==> src/rtl/hdp_spi_sequencer_if.sv <==
// Host request/response port of the HDP SPI sequencer.
//   req_valid/req_ready : request handshake (accepted when both high)
//   req_write           : 1 = register write, 0 = register read
//   req_addr/req_wdata  : 7-bit HDP register address, 8-bit write data
//   rsp_valid           : one-cycle pulse per completed host transaction
//   rsp_rdata           : read data (8'hFF after a timed-out transfer)
// master = command logic side, slave = sequencer side.
interface hdp_spi_sequencer_if;
  logic       req_valid;
  logic       req_ready;
  logic       req_write;
  logic [6:0] req_addr;
  logic [7:0] req_wdata;
  logic       rsp_valid;
  logic [7:0] rsp_rdata;

  modport master (output req_valid, req_write, req_addr, req_wdata,
                  input  req_ready, rsp_valid, rsp_rdata);
  modport slave  (input  req_valid, req_write, req_addr, req_wdata,
                  output req_ready, rsp_valid, rsp_rdata);
endinterface

==> src/rtl/hdp_spi_sequencer.sv <==
// HDP-1280-2 SPI sequencer. Sole driver of the SPI master's start/Tx lines.
// After reset (and after POWERUP_WAIT cycles) it plays INIT_LEN register
// writes from an external ROM, then serves single host read/writes.
//
// Ports:
//   i_clock, i_reset_n        : clock, async active-low reset
//   init_req                  : rising edge re-runs the init table
//   init_idx / init_entry     : ROM address out / {addr,data} entry in
//   init_done, err            : init completed cleanly / sticky error
//   host (slave modport)      : host request/response port
//   spi_enable, spi_start     : SPI master enable and start_transfer
//   spi_tx_upper/spi_tx_lower : Tx bytes ({rd,addr[6:0]}, data)
//   spi_rx_lower, spi_done    : Rx byte and completion pulse
//
// Optional build macro HDP_INIT_VERIFY_EN: every init write is read back
// and compared; a mismatch sets err and aborts init.
// GAP_CYCLES must be >= 2 (read data is captured during the gap).
module hdp_spi_sequencer #(
  parameter int INIT_LEN       = 16,
  parameter int POWERUP_WAIT   = 1000,
  parameter int GAP_CYCLES     = 200,
  parameter int TIMEOUT_CYCLES = 20000
) (
  input  logic        i_clock,
  input  logic        i_reset_n,
  input  logic        init_req,
  output logic [7:0]  init_idx,
  input  logic [15:0] init_entry,
  output logic        init_done,
  hdp_spi_sequencer_if.slave host,
  output logic        err,
  output logic        spi_enable,
  output logic        spi_start,
  output logic [7:0]  spi_tx_upper,
  output logic [7:0]  spi_tx_lower,
  input  logic [7:0]  spi_rx_lower,
  input  logic        spi_done
);

  typedef enum logic [2:0] {PWR_WAIT, FETCH, ISSUE, WAIT_DONE, GAP, IDLE} state_t;

  state_t      state;
  logic [31:0] cnt;        // shared by power-up wait, timeout and gap
  logic        init_req_d;
  logic        init_pend;  // edge seen while busy, serviced in IDLE
  logic        init_run;   // current transaction belongs to the init table
  logic        aborted;    // current transaction timed out
  logic        done_d;     // cycle after spi_done: Rx byte is sampled
  logic        is_read;
  logic [7:0]  rx_q;
`ifdef HDP_INIT_VERIFY_EN
  logic        vphase;     // current init transaction is the readback
  logic [7:0]  vdata;      // data written by the entry being verified
`endif

  logic init_edge, init_any, unused_entry_msb;
  assign init_edge = init_req & ~init_req_d;
  assign init_any  = init_pend | init_edge;
  // Init entries are always writes, so the top address bit is discarded.
  assign unused_entry_msb = init_entry[15];

  assign host.req_ready = (state == IDLE) && !init_any;

  always_ff @(posedge i_clock or negedge i_reset_n) begin
    if (!i_reset_n) begin
      state          <= PWR_WAIT;
      cnt            <= '0;
      init_req_d     <= 1'b0;
      init_pend      <= 1'b0;
      init_run       <= 1'b0;
      aborted        <= 1'b0;
      done_d         <= 1'b0;
      is_read        <= 1'b0;
      rx_q           <= '0;
      init_idx       <= '0;
      init_done      <= 1'b0;
      err            <= 1'b0;
      spi_enable     <= 1'b0;
      spi_start      <= 1'b0;
      spi_tx_upper   <= '0;
      spi_tx_lower   <= '0;
      host.rsp_valid <= 1'b0;
      host.rsp_rdata <= '0;
`ifdef HDP_INIT_VERIFY_EN
      vphase         <= 1'b0;
      vdata          <= '0;
`endif
    end else begin
      init_req_d     <= init_req;
      if (init_edge) init_pend <= 1'b1;
      host.rsp_valid <= 1'b0;
      done_d         <= 1'b0;
      if (done_d) rx_q <= spi_rx_lower;

      case (state)
        PWR_WAIT: begin
          if (cnt == 32'(POWERUP_WAIT - 1)) begin
            cnt        <= '0;
            spi_enable <= 1'b1;
            init_idx   <= '0;
            init_run   <= 1'b1;
            state      <= FETCH;
          end else begin
            cnt <= cnt + 32'd1;
          end
        end

        // Tx bytes are loaded here so they lead spi_start by one cycle.
        FETCH: begin
          spi_tx_upper <= {1'b0, init_entry[14:8]};
          spi_tx_lower <= init_entry[7:0];
          is_read      <= 1'b0;
`ifdef HDP_INIT_VERIFY_EN
          vdata        <= init_entry[7:0];
`endif
          state        <= ISSUE;
        end

        ISSUE: begin
          spi_start <= 1'b1;
          cnt       <= '0;
          state     <= WAIT_DONE;
        end

        WAIT_DONE: begin
          if (spi_done) begin
            spi_start <= 1'b0;
            cnt       <= '0;
            done_d    <= 1'b1;
            state     <= GAP;
          end else if (cnt == 32'(TIMEOUT_CYCLES - 1)) begin
            spi_start <= 1'b0;
            err       <= 1'b1;
            aborted   <= 1'b1;
            cnt       <= '0;
            state     <= GAP;
          end else begin
            cnt <= cnt + 32'd1;
          end
        end

        GAP: begin
          if (cnt != 32'(GAP_CYCLES - 1)) begin
            cnt <= cnt + 32'd1;
          end else begin
            cnt <= '0;
`ifdef HDP_INIT_VERIFY_EN
            vphase <= 1'b0;
`endif
            if (!init_run) begin
              host.rsp_valid <= 1'b1;
              if (aborted)      host.rsp_rdata <= 8'hFF;
              else if (is_read) host.rsp_rdata <= rx_q;
              state <= IDLE;
            end else if (aborted) begin
              init_run <= 1'b0;
              state    <= IDLE;
`ifdef HDP_INIT_VERIFY_EN
            end else if (!vphase) begin
              // Read back the address just written.
              vphase       <= 1'b1;
              is_read      <= 1'b1;
              spi_tx_upper <= {1'b1, spi_tx_upper[6:0]};
              spi_tx_lower <= 8'h00;
              state        <= ISSUE;
            end else if (rx_q != vdata) begin
              err      <= 1'b1;
              init_run <= 1'b0;
              state    <= IDLE;
`endif
            end else if (init_idx < 8'(INIT_LEN - 1)) begin
              init_idx <= init_idx + 8'd1;
              state    <= FETCH;
            end else begin
              init_run  <= 1'b0;
              init_done <= ~err;
              state     <= IDLE;
            end
          end
        end

        IDLE: begin
          aborted <= 1'b0;
          if (init_any) begin
            // A pending re-init wins over a same-cycle host request.
            init_pend <= 1'b0;
            init_done <= 1'b0;
            err       <= 1'b0;
            init_idx  <= '0;
            init_run  <= 1'b1;
            state     <= FETCH;
          end else if (host.req_valid) begin
            spi_tx_upper <= {~host.req_write, host.req_addr};
            spi_tx_lower <= host.req_write ? host.req_wdata : 8'h00;
            is_read      <= ~host.req_write;
            state        <= ISSUE;
          end
        end

        default: state <= PWR_WAIT;
      endcase
    end
  end

endmodule

==> src/flat_wrapper.sv <==
// flat-port wrapper written by rule: the top's interface ports become plain ports
module hdp_spi_sequencer_flat 
#(
  parameter int INIT_LEN       = 16,
  parameter int POWERUP_WAIT   = 1000,
  parameter int GAP_CYCLES     = 200,
  parameter int TIMEOUT_CYCLES = 20000
)
  (i_clock, i_reset_n, init_req, init_idx, init_entry, init_done, err, spi_enable, spi_start, spi_tx_upper, spi_tx_lower, spi_rx_lower, spi_done, host_req_valid, host_req_write, host_req_addr, host_req_wdata, host_req_ready, host_rsp_valid, host_rsp_rdata);
  hdp_spi_sequencer_if host_i ();
  input  logic i_clock;
  input  logic i_reset_n;
  input  logic init_req;
  output logic [7:0] init_idx;
  input  logic [15:0] init_entry;
  output logic init_done;
  output logic err;
  output logic spi_enable;
  output logic spi_start;
  output logic [7:0] spi_tx_upper;
  output logic [7:0] spi_tx_lower;
  input  logic [7:0] spi_rx_lower;
  input  logic spi_done;
  input wire logic [$bits(host_i.req_valid)-1:0] host_req_valid;
  input wire logic [$bits(host_i.req_write)-1:0] host_req_write;
  input wire logic [$bits(host_i.req_addr)-1:0] host_req_addr;
  input wire logic [$bits(host_i.req_wdata)-1:0] host_req_wdata;
  output wire logic [$bits(host_i.req_ready)-1:0] host_req_ready;
  output wire logic [$bits(host_i.rsp_valid)-1:0] host_rsp_valid;
  output wire logic [$bits(host_i.rsp_rdata)-1:0] host_rsp_rdata;
  assign host_i.req_valid = host_req_valid;
  assign host_i.req_write = host_req_write;
  assign host_i.req_addr = host_req_addr;
  assign host_i.req_wdata = host_req_wdata;
  assign host_req_ready = host_i.req_ready;
  assign host_rsp_valid = host_i.rsp_valid;
  assign host_rsp_rdata = host_i.rsp_rdata;
  hdp_spi_sequencer #(.INIT_LEN(INIT_LEN), .POWERUP_WAIT(POWERUP_WAIT), .GAP_CYCLES(GAP_CYCLES), .TIMEOUT_CYCLES(TIMEOUT_CYCLES)) u_core (.i_clock(i_clock), .i_reset_n(i_reset_n), .init_req(init_req), .init_idx(init_idx), .init_entry(init_entry), .init_done(init_done), .host(host_i), .err(err), .spi_enable(spi_enable), .spi_start(spi_start), .spi_tx_upper(spi_tx_upper), .spi_tx_lower(spi_tx_lower), .spi_rx_lower(spi_rx_lower), .spi_done(spi_done));
endmodule
==> config.mk <==
export PLATFORM = sky130hd
export DESIGN_NAME = hdp_spi_sequencer_flat
export DESIGN_NICKNAME = d
export VERILOG_FILES = /design/src/rtl/hdp_spi_sequencer_if.sv /design/src/rtl/hdp_spi_sequencer.sv /design/src/flat_wrapper.sv
export SDC_FILE = /design/constraint.sdc
export NUM_CORES = 1
export LEC_CHECK = 0
export ABC_AREA = 1
export CORE_UTILIZATION = 57
export DETAILED_ROUTE_END_ITERATION = 12
export PLACE_DENSITY = 0.86
export SYNTH_ARGS = -nofsm -noshare
export SYNTH_HDL_FRONTEND = slang
export SYNTH_SLANG_ARGS = --single-unit
==> constraint.sdc <==
create_clock -name i_clock -period 4 [get_ports i_clock]
set_input_delay 1 -clock i_clock [delete_from_list [all_inputs] [get_ports i_clock]]
set_output_delay 1 -clock i_clock [all_outputs]
set_load 0.1 [all_outputs]
### Yosys cells after proc, flatten, opt, wreduce, memory -nomap -nowiden

Cells that the tools add are included.

* flip-flop bits (word level): 86
* input bits: 45
* output and inout port bits: 38
* logic and storage cells: 131

* add/sub/neg operators: 2
* $lt $le $gt $ge: 1
* eq/ne operators: 21
* mux-type cells: 62
* bitwise gates (word level): 7
* reduce and logical (&&, ||, !) cells: 20

Operators with widths (count)
* 32-bit two-way mux: 4
* 32-bit case mux with 4 select lines: 1
* 8-bit two-way mux: 13
* 32-bit by 1-bit adder with 32-bit output (second input constant): 1
* 32-bit by 10-bit == test with 1-bit output (second input constant): 1
* 32-bit by 15-bit == test with 1-bit output (second input constant): 1
* 32-bit by 8-bit != test with 1-bit output (second input constant): 1
* 8-bit case mux with 2 select lines: 2
* 3-bit two-way mux: 9
* 1-bit two-way mux: 25
* 8-bit case mux with 3 select lines: 1
* 3-bit case mux with 6 select lines: 1
* 4-bit AND reduction: 4
* 2-bit != test (second input constant): 6
* 2-bit by 1-bit != test with 1-bit output (second input constant): 5
* 1-bit case mux with 2 select lines: 5
* 2-bit nonzero test: 5
* 8-bit by 1-bit adder with 8-bit output (second input constant): 1
* 8-bit by 4-bit < comparator with 1-bit output (second input constant): 1
* 7-bit AND reduction: 1
* 3-bit by 2-bit == test with 1-bit output (second input constant): 2
* 3-bit == test (second input constant): 2
* 3-bit by 2-bit != test with 1-bit output (second input constant): 2
* 3-bit AND reduction: 2
* other kinds (12): 17

### Depth between registers and ports, before layout

Gate-level depths: netlist of the first run.

* word-level depth: 6
* depth in mapped cells: 13
* mapped depth without buffers: 12

### Least setup slack after synthesis of the first run

OpenSTA, ideal clock, no wires.

* path kind: in2out
* start point: input port init_req
* end point: output port host_req_ready
* arrival: 2621 ps
* data required time: 3000 ps
* setup slack: 379 ps
* cell stages on the path: 3
* buffers on the path: 0
* cell sequence: a21oi_1 inv_1 nor2_1

* word-level cells in the longest chain between the ends: 4

Ends and longest elaborated chain
* start: declaration: line flat_wrapper.sv:13 `input logic init_req;`
* 1-bit bitwise AND: line hdp_spi_sequencer.sv:57 `assign init_edge = init_req & ~init_req_d;`
* 1-bit OR: line hdp_spi_sequencer.sv:58 `assign init_any = init_pend | init_edge;`
* 1-bit logical NOT: line hdp_spi_sequencer.sv:62 `assign host.req_ready = (state == IDLE) && !init_any;`
* 1-bit logical AND: line hdp_spi_sequencer.sv:62
* end: declaration: line flat_wrapper.sv:28 `output wire logic [$bits(host_i.req_ready)-1:0] host_req_ready;`

No other way between the ends.

### Final worst setup path of the first run

Same ends and word-level chain as after synthesis.

==> impl_metrics.tcl, run 1 <==
set metrics [dict create \
    clock.fmax_ghz 0.301 \
    pwr-share-clk_pct 17.3 \
    crit_buf_inv 3 \
    path_cells "clkdlybuf4s50_1, a21oi_1, inv_1, nor2_1, buf_12" \
    power_density_nw_per_um2 620 \
    gp_congestion 0.980 \
    sw_frac_of_total_pct 50.0 \
    dp_cells 774 \
    post-cts-setup-buffers 0 \
    die_x_um 92.3 \
    p_leak_nw 2.55 \
    synthToLayoutAreaGrowth_pct 22.9 \
    die_h_um 92.3 \
    layout_common_cells "159 x nand2_1, 87 x nor2_1, 85 x dfrtp_1" \
    yosys_warnings 0 \
    p_int_mw 1.77 \
    clk_pin_slew_ns 0.08 \
    yosys.area.top_type "dfrtp_1" \
    cts.repair.resized 0 \
    clock-sinks 85 \
    crit_family "buffers and inverters" \
    cts_hold_repair.buffers 0 \
    final_antenna_net_count 0 \
    instances_no_fill 790 \
    syn_nets 654 \
    routed_via_density 5.28 \
    fin_crit_ns 3.32 \
    crit_slowest_cell "clkdlybuf4s50_1" \
    syn_inst 607 \
    crit_type "input pin to output port" \
    dieArea_um2 8520 \
    synth_edf_count 0 \
    endpoint_kind "output port" \
    finalSetupTns_ns 0 \
    place.port_buffers 81 \
    gr-total-overflow 0 \
    final_common_cell "nand2_1" \
    finalWorstSetupSlack_ns 0.678 \
    worst_ep_required_time_ns 3.00 \
    path_max_fanout 4 \
    power.switching_mw 1.77 \
    numCtsBuffers 9 \
    antenna_found_initial 0 \
    synth-seq-cells 85 \
    pre_cts_slack_ns 0.706 \
    drc 0 \
    hpwl_um 8110 \
    synthFlopType "dfrtp_1" \
    postSynthAreaPerCell_um2 7.66 \
    max_cap_violations 0 \
    drtPass1Iterations 5 \
    ios 83 \
    final_nets 730 \
    start_kind "input pin" \
    gr-usage-all-layers_pct 27.1 \
    seqPwrFrac_pct 33.3 \
    hold_violations 0 \
    synth-seq-area-share_pct 45.8 \
    wl_um 10900 \
    clock_skew_ns 0.00668 \
    fp.coreArea_um2 7810 \
    status "finished clean" \
    initial_core_util_pct 59.5 \
    min_path_type "flop to flop" \
    fp-row-count 32 \
    worstMarginPinSlew_ns 1.04 \
    ys_types 35 \
    netlist_area_um2 4650 \
    synthArstFlopShare_pct 100 \
    ctsHtreeMaxLevel 3 \
    wl_per_cell_um 13.8 \
    grt_pass1_vias 3893 \
    clockRootBuffer "clkbuf_8" \
    relSlewSlack_pct 30.6 \
    setup_violations 0 \
    slew_viol_final 0 \
    fin_crit_sh_pct 83.0 \
    rsz0062_at_grt "no" \
    ir_worst_vdd_uv 413 \
    grt_pass1_wl_um 18200 \
    cts_tree "yes" \
    vias 4169 \
    worst_path_largest_cell_delay_ns 0.42 \
    fin_util_pct 73.2 \
    drive_above_1_share_pct 9.45 \
    grt_max_degree 86 \
    synthTopCellsByArea "dfrtp_1 46%, nand2_1 13%, nor2_1 7.0%, o21ai_0 5.1%, inv_1 4.5%" \
    ctsLongestPathBuffers 2 \
    worstSkewPairLatency_ns 0.36 \
    synth_top_area_share_pct 45.8 \
    crit_arrival_ns 2.32 \
    antennaDiodeCount 0 \
    drt_iter0_drc 274 \
    comb_power_share_pct 49.4 \
]
## worst reg2reg max path, stage by stage, from the launching register on
cell,delay [ns]
dfrtp_1,0.39
inv_1,0.06
nor2_1,0.12
nand2_1,0.36
nor2_1,0.33
nor2_1,0.07
nand2_1,0.63
nand2_1,0.14
o21ai_0,0.14
## routing by layer
metal | vias up | global-route usage (%) | share of wire (%)
met1 | 1940 | 37.3 | 47
met2 | 125 | 44.3 | 47
met5 | - | 0 | 0
met4 | 0 | 9.38 | 1.4
li1 | 2085 | - | -
met3 | 19 | 3.53 | 4.6
## stage by stage
stage	hold WS (ns)	total power [mW]	instance area [um2]
6_report	0.461	3.54	5710
5_1_grt	0.476	3.74	5710
4_1_cts	0.466	3.55	5710
3_5_place_dp	0.446	2.94	5510
3_3_place_gp	0.447	2.90	5510
2_1_floorplan	0.447	2.53	4650
## final timing paths
check	from	end	slack, ns	cells past startpoint
hold reg to reg	u_core.spi_enable$_DFFE_PN0P_	u_core.spi_enable$_DFFE_PN0P_	0.46	1
setup / recovery	init_req	host_req_ready	0.68	5
setup reg to reg	u_core.state[0]$_DFFE_PN0P_	u_core.spi_tx_lower[4]$_DFFE_PN0P_	1.66	8
max in group asynchronous	i_reset_n	u_core.init_run$_DFFE_PN0P_	2.51	1
hold / removal	u_core.spi_enable$_DFFE_PN0P_	u_core.spi_enable$_DFFE_PN0P_	0.46	1
min in group asynchronous	i_reset_n	u_core.host.rsp_rdata[5]$_DFFE_PN0P_	0.82	1
## logic make-up (layout without fill, tap and decap cells)
kind of cell	count (synthesis)	count (layout)	share of synthesized area, %
simple gates	330	330	30.8
flops	85	85	45.8
compound gates	80	80	9.56
buf+inv	77	158	6.73
xor+xnor	25	25	4.71
mux	8	8	1.94
fa+ha+maj	2	2	0.538
## synthesized netlist by cell type, types with 2 or more instances
| library cell | number |
|---|---|
| nor3b_1 | 2 |
| o21ai_0 | 47 |
| xnor2_1 | 3 |
| xor2_1 | 22 |
| nand3_1 | 26 |
| o21ai_1 | 21 |
| nor2_1 | 87 |
| clkbuf_1 | 4 |
| ha_1 | 2 |
| mux2_2 | 8 |
| dfrtp_1 | 85 |
| nand2_1 | 159 |
| nor2_4 | 2 |
| nand2_2 | 5 |
| a21oi_1 | 3 |
| nand4_1 | 9 |
| inv_2 | 4 |
| or2_2 | 7 |
| inv_1 | 56 |
| buf_2 | 10 |
| a21oi_4 | 2 |
| nor3_1 | 12 |
| nor4_1 | 3 |
| o21bai_1 | 3 |
| nor2_2 | 15 |
## flip-flops by register name, indices dropped and copies added (netlist names)
name / cells
u_core.done_d: 1
u_core.init_idx: 8
u_core.state: 3
u_core.is_read: 1
u_core.spi_tx_lower: 8
u_core.cnt: 32
u_core.host.rsp_valid: 1
u_core.aborted: 1
u_core.err: 1
u_core.spi_tx_upper: 7
u_core.init_pend: 1
u_core.spi_start: 1
u_core.init_done: 1
u_core.init_req_d: 1
u_core.init_run: 1
u_core.host.rsp_rdata: 8
u_core.rx_q: 8
u_core.spi_enable: 1
## area by class of cell
type / count / area (um2)
clock inverters: 7 / 73.8
flip-flops and latches: 85 / 2130
well taps: 102 / 128
multi-input cells: 445 / 2210
fillers: 608 / 2100
repair buffers: 82 / 826
inverters: 60 / 225
clock buffers: 9 / 124
## power groups by stage
stage               Clock, mW  Sequential [mW]  Combinational [mW]
floorplan                   0             1.84               0.687
global placement            0             1.19                1.71
detailed placement          0             1.20                1.74
CTS                     0.621             1.18                1.75
global route            0.657             1.21                1.87
finish                  0.612             1.18                1.75
Note: power is estimated with default switching activity, not from simulation.
==> run 2, diff against run 1 <==
- CORE_UTILIZATION: 57 -> 48
- PLACE_DENSITY: 0.86 -> 0.77
- clock period: 4 -> 3 ns (I/O delays scaled with it)
==> run 2 against run 1 <==
Final cell count is 3.8% higher. Sequential share of layout area is essentially flat. Flip-flop and latch count unchanged. Wire length increased by 3.0%. Combinational power increased by 31%. Hold slack worse by 0.021 ns. Critical path depth is the same. Clock power grew 45%. Register-to-register slack lost 0.83 ns. First-iteration DRC count down 30%. Critical path type unchanged. Largest cell class unchanged. Largest power group unchanged.
==> impl_metrics.tcl, run 2 (synthesis gave the netlist of run 1 again) <==
set metrics [dict create \
    min_path_type "input pin to asynchronous set/reset pin" \
    fp-row-count 35 \
    rsz0062_at_grt "no" \
    largest_reg_flops 32 \
    drtPass1Iterations 5 \
    cts.repair.resized 0 \
    setup_violations 0 \
    worstSkewPairLatency_ns 0.35 \
    path_max_fanout 4 \
    gr-total-overflow 0 \
    endpoint_kind "output port" \
    drt_iter0_drc 192 \
    fin_crit_ns 2.71 \
    instances_no_fill 820 \
    clk_pin_slew_ns 0.08 \
    grtUsageMet1_pct 32.1 \
    antenna_found_initial 0 \
    synthToLayoutAreaGrowth_pct 22.7 \
    cts_tree "yes" \
    top_register "u_core.cnt" \
    clock-sinks 85 \
    hpwl_um 8260 \
    grt_pass1_vias 3929 \
    dieArea_um2 10100 \
    slew_viol_final 0 \
    use_met2_pct 37.5 \
    gp_congestion 0.926 \
    clockRootBuffer "clkbuf_8" \
    power_density_nw_per_um2 834 \
    gr-usage-all-layers_pct 23.3 \
    power_mw 4.76 \
    numCtsBuffers 9 \
    die_h_um 100 \
    use_met3_pct 2.99 \
    fin_util_pct 61.2 \
    clock_skew_ns 0.00601 \
    grt_max_degree 55 \
    initial_core_util_pct 49.8 \
    final_nets 733 \
    vias 4123 \
    post-cts-setup-buffers 0 \
    crit_arrival_ns 1.96 \
    status "finished clean" \
    cts_hold_repair.buffers 0 \
    fin_crit_sh_pct 90.4 \
    p_leak_nw 2.65 \
    ios 83 \
    die_x_um 100 \
    grt_pass1_wl_um 18400 \
    antennaDiodeCount 0 \
    place.port_buffers 81 \
    wl_um 11200 \
    routed_via_density 5.03 \
    max_cap_violations 0 \
    ir_worst_vdd_uv 624 \
    drive_above_1_share_pct 15.3 \
    hold_violations 0 \
    ctsHtreeMaxLevel 3 \
    clock.fmax_ghz 0.369 \
    worst_ep_required_time_ns 2.25 \
    layout_common_cells "159 x nand2_1, 86 x nor2_1, 85 x dfrtp_1" \
    hold-worst-slack_ns 0.440 \
    final_common_cell "nand2_1" \
    ctsLongestPathBuffers 2 \
    finalSetupTns_ns 0 \
    start_kind "input pin" \
    final_antenna_net_count 0 \
    fp.coreArea_um2 9330 \
    top_usage_layer "met2" \
    relSlewSlack_pct 53.0 \
    drc 0 \
    dp_cells 804 \
    wl_per_cell_um 13.7 \
    worstMarginPinSlew_ns 0.705 \
    crit_type "input pin to output port" \
]
==> run 2: layout make-up <==
cell class	count	area, um2
clock buffers	9	124
clock inverters	7	88.8
fillers	832	3620
inverters	60	225
multi-input cells	445	2210
flip-flops and latches	85	2130
well taps	129	161
repair buffers	85	768
==> run 2: path summary, 6_finish.rpt <==
| check | cells past startpoint | end | start | slack, ns |
|---|---|---|---|---|
| min in group i_clock | 1 | u_core.spi_enable$_DFFE_PN0P_ | u_core.spi_enable$_DFFE_PN0P_ | 0.49 |
| max in group asynchronous | 2 | u_core.cnt[6]$_DFFE_PN0P_ | i_reset_n | 1.96 |
| setup reg to reg | 10 | u_core.cnt[5]$_DFFE_PN0P_ | u_core.cnt[0]$_DFFE_PN0P_ | 0.83 |
| setup / recovery | 5 | host_req_ready | init_req | 0.29 |
| hold reg to reg | 1 | u_core.spi_enable$_DFFE_PN0P_ | u_core.spi_enable$_DFFE_PN0P_ | 0.49 |
| hold / removal | 1 | u_core.rx_q[5]$_DFFE_PN0P_ | i_reset_n | 0.44 |
==> run 2: layer usage <==
| metal | vias to the layer above | part of all wire [%] |
|---|---|---|
| li1 | 2091 | - |
| met1 | 1903 | 46 |
| met2 | 113 | 47 |
| met3 | 16 | 5.3 |
| met4 | 0 | 1.8 |
| met5 | - | 0 |
==> run 2: per-stage QoR <==
| stage | cell area, um2 | worst slack (ns) |
|---|---|---|
| after floorplan | 4650 | 0.354 |
| after global placement | 5490 | 0.292 |
| after detailed placement | 5490 | 0.273 |
| after CTS | 5710 | 0.263 |
| after global routing | 5710 | 0.202 |
| final | 5710 | 0.287 |
==> run 2: power by group <==
group	internal [mW]	total [mW]	switching, mW
Sequential	1.39	1.58	0.184
Clock	0.466	0.885	0.419
Combinational	0.543	2.29	1.75
==> run 2: worst max-delay path, cell delays in order <==
cell and delay, ns:
clkdlybuf4s50_1 0.43, a21oi_1 0.27, inv_1 0.11, nor2_2 0.20
buf_12 0.21
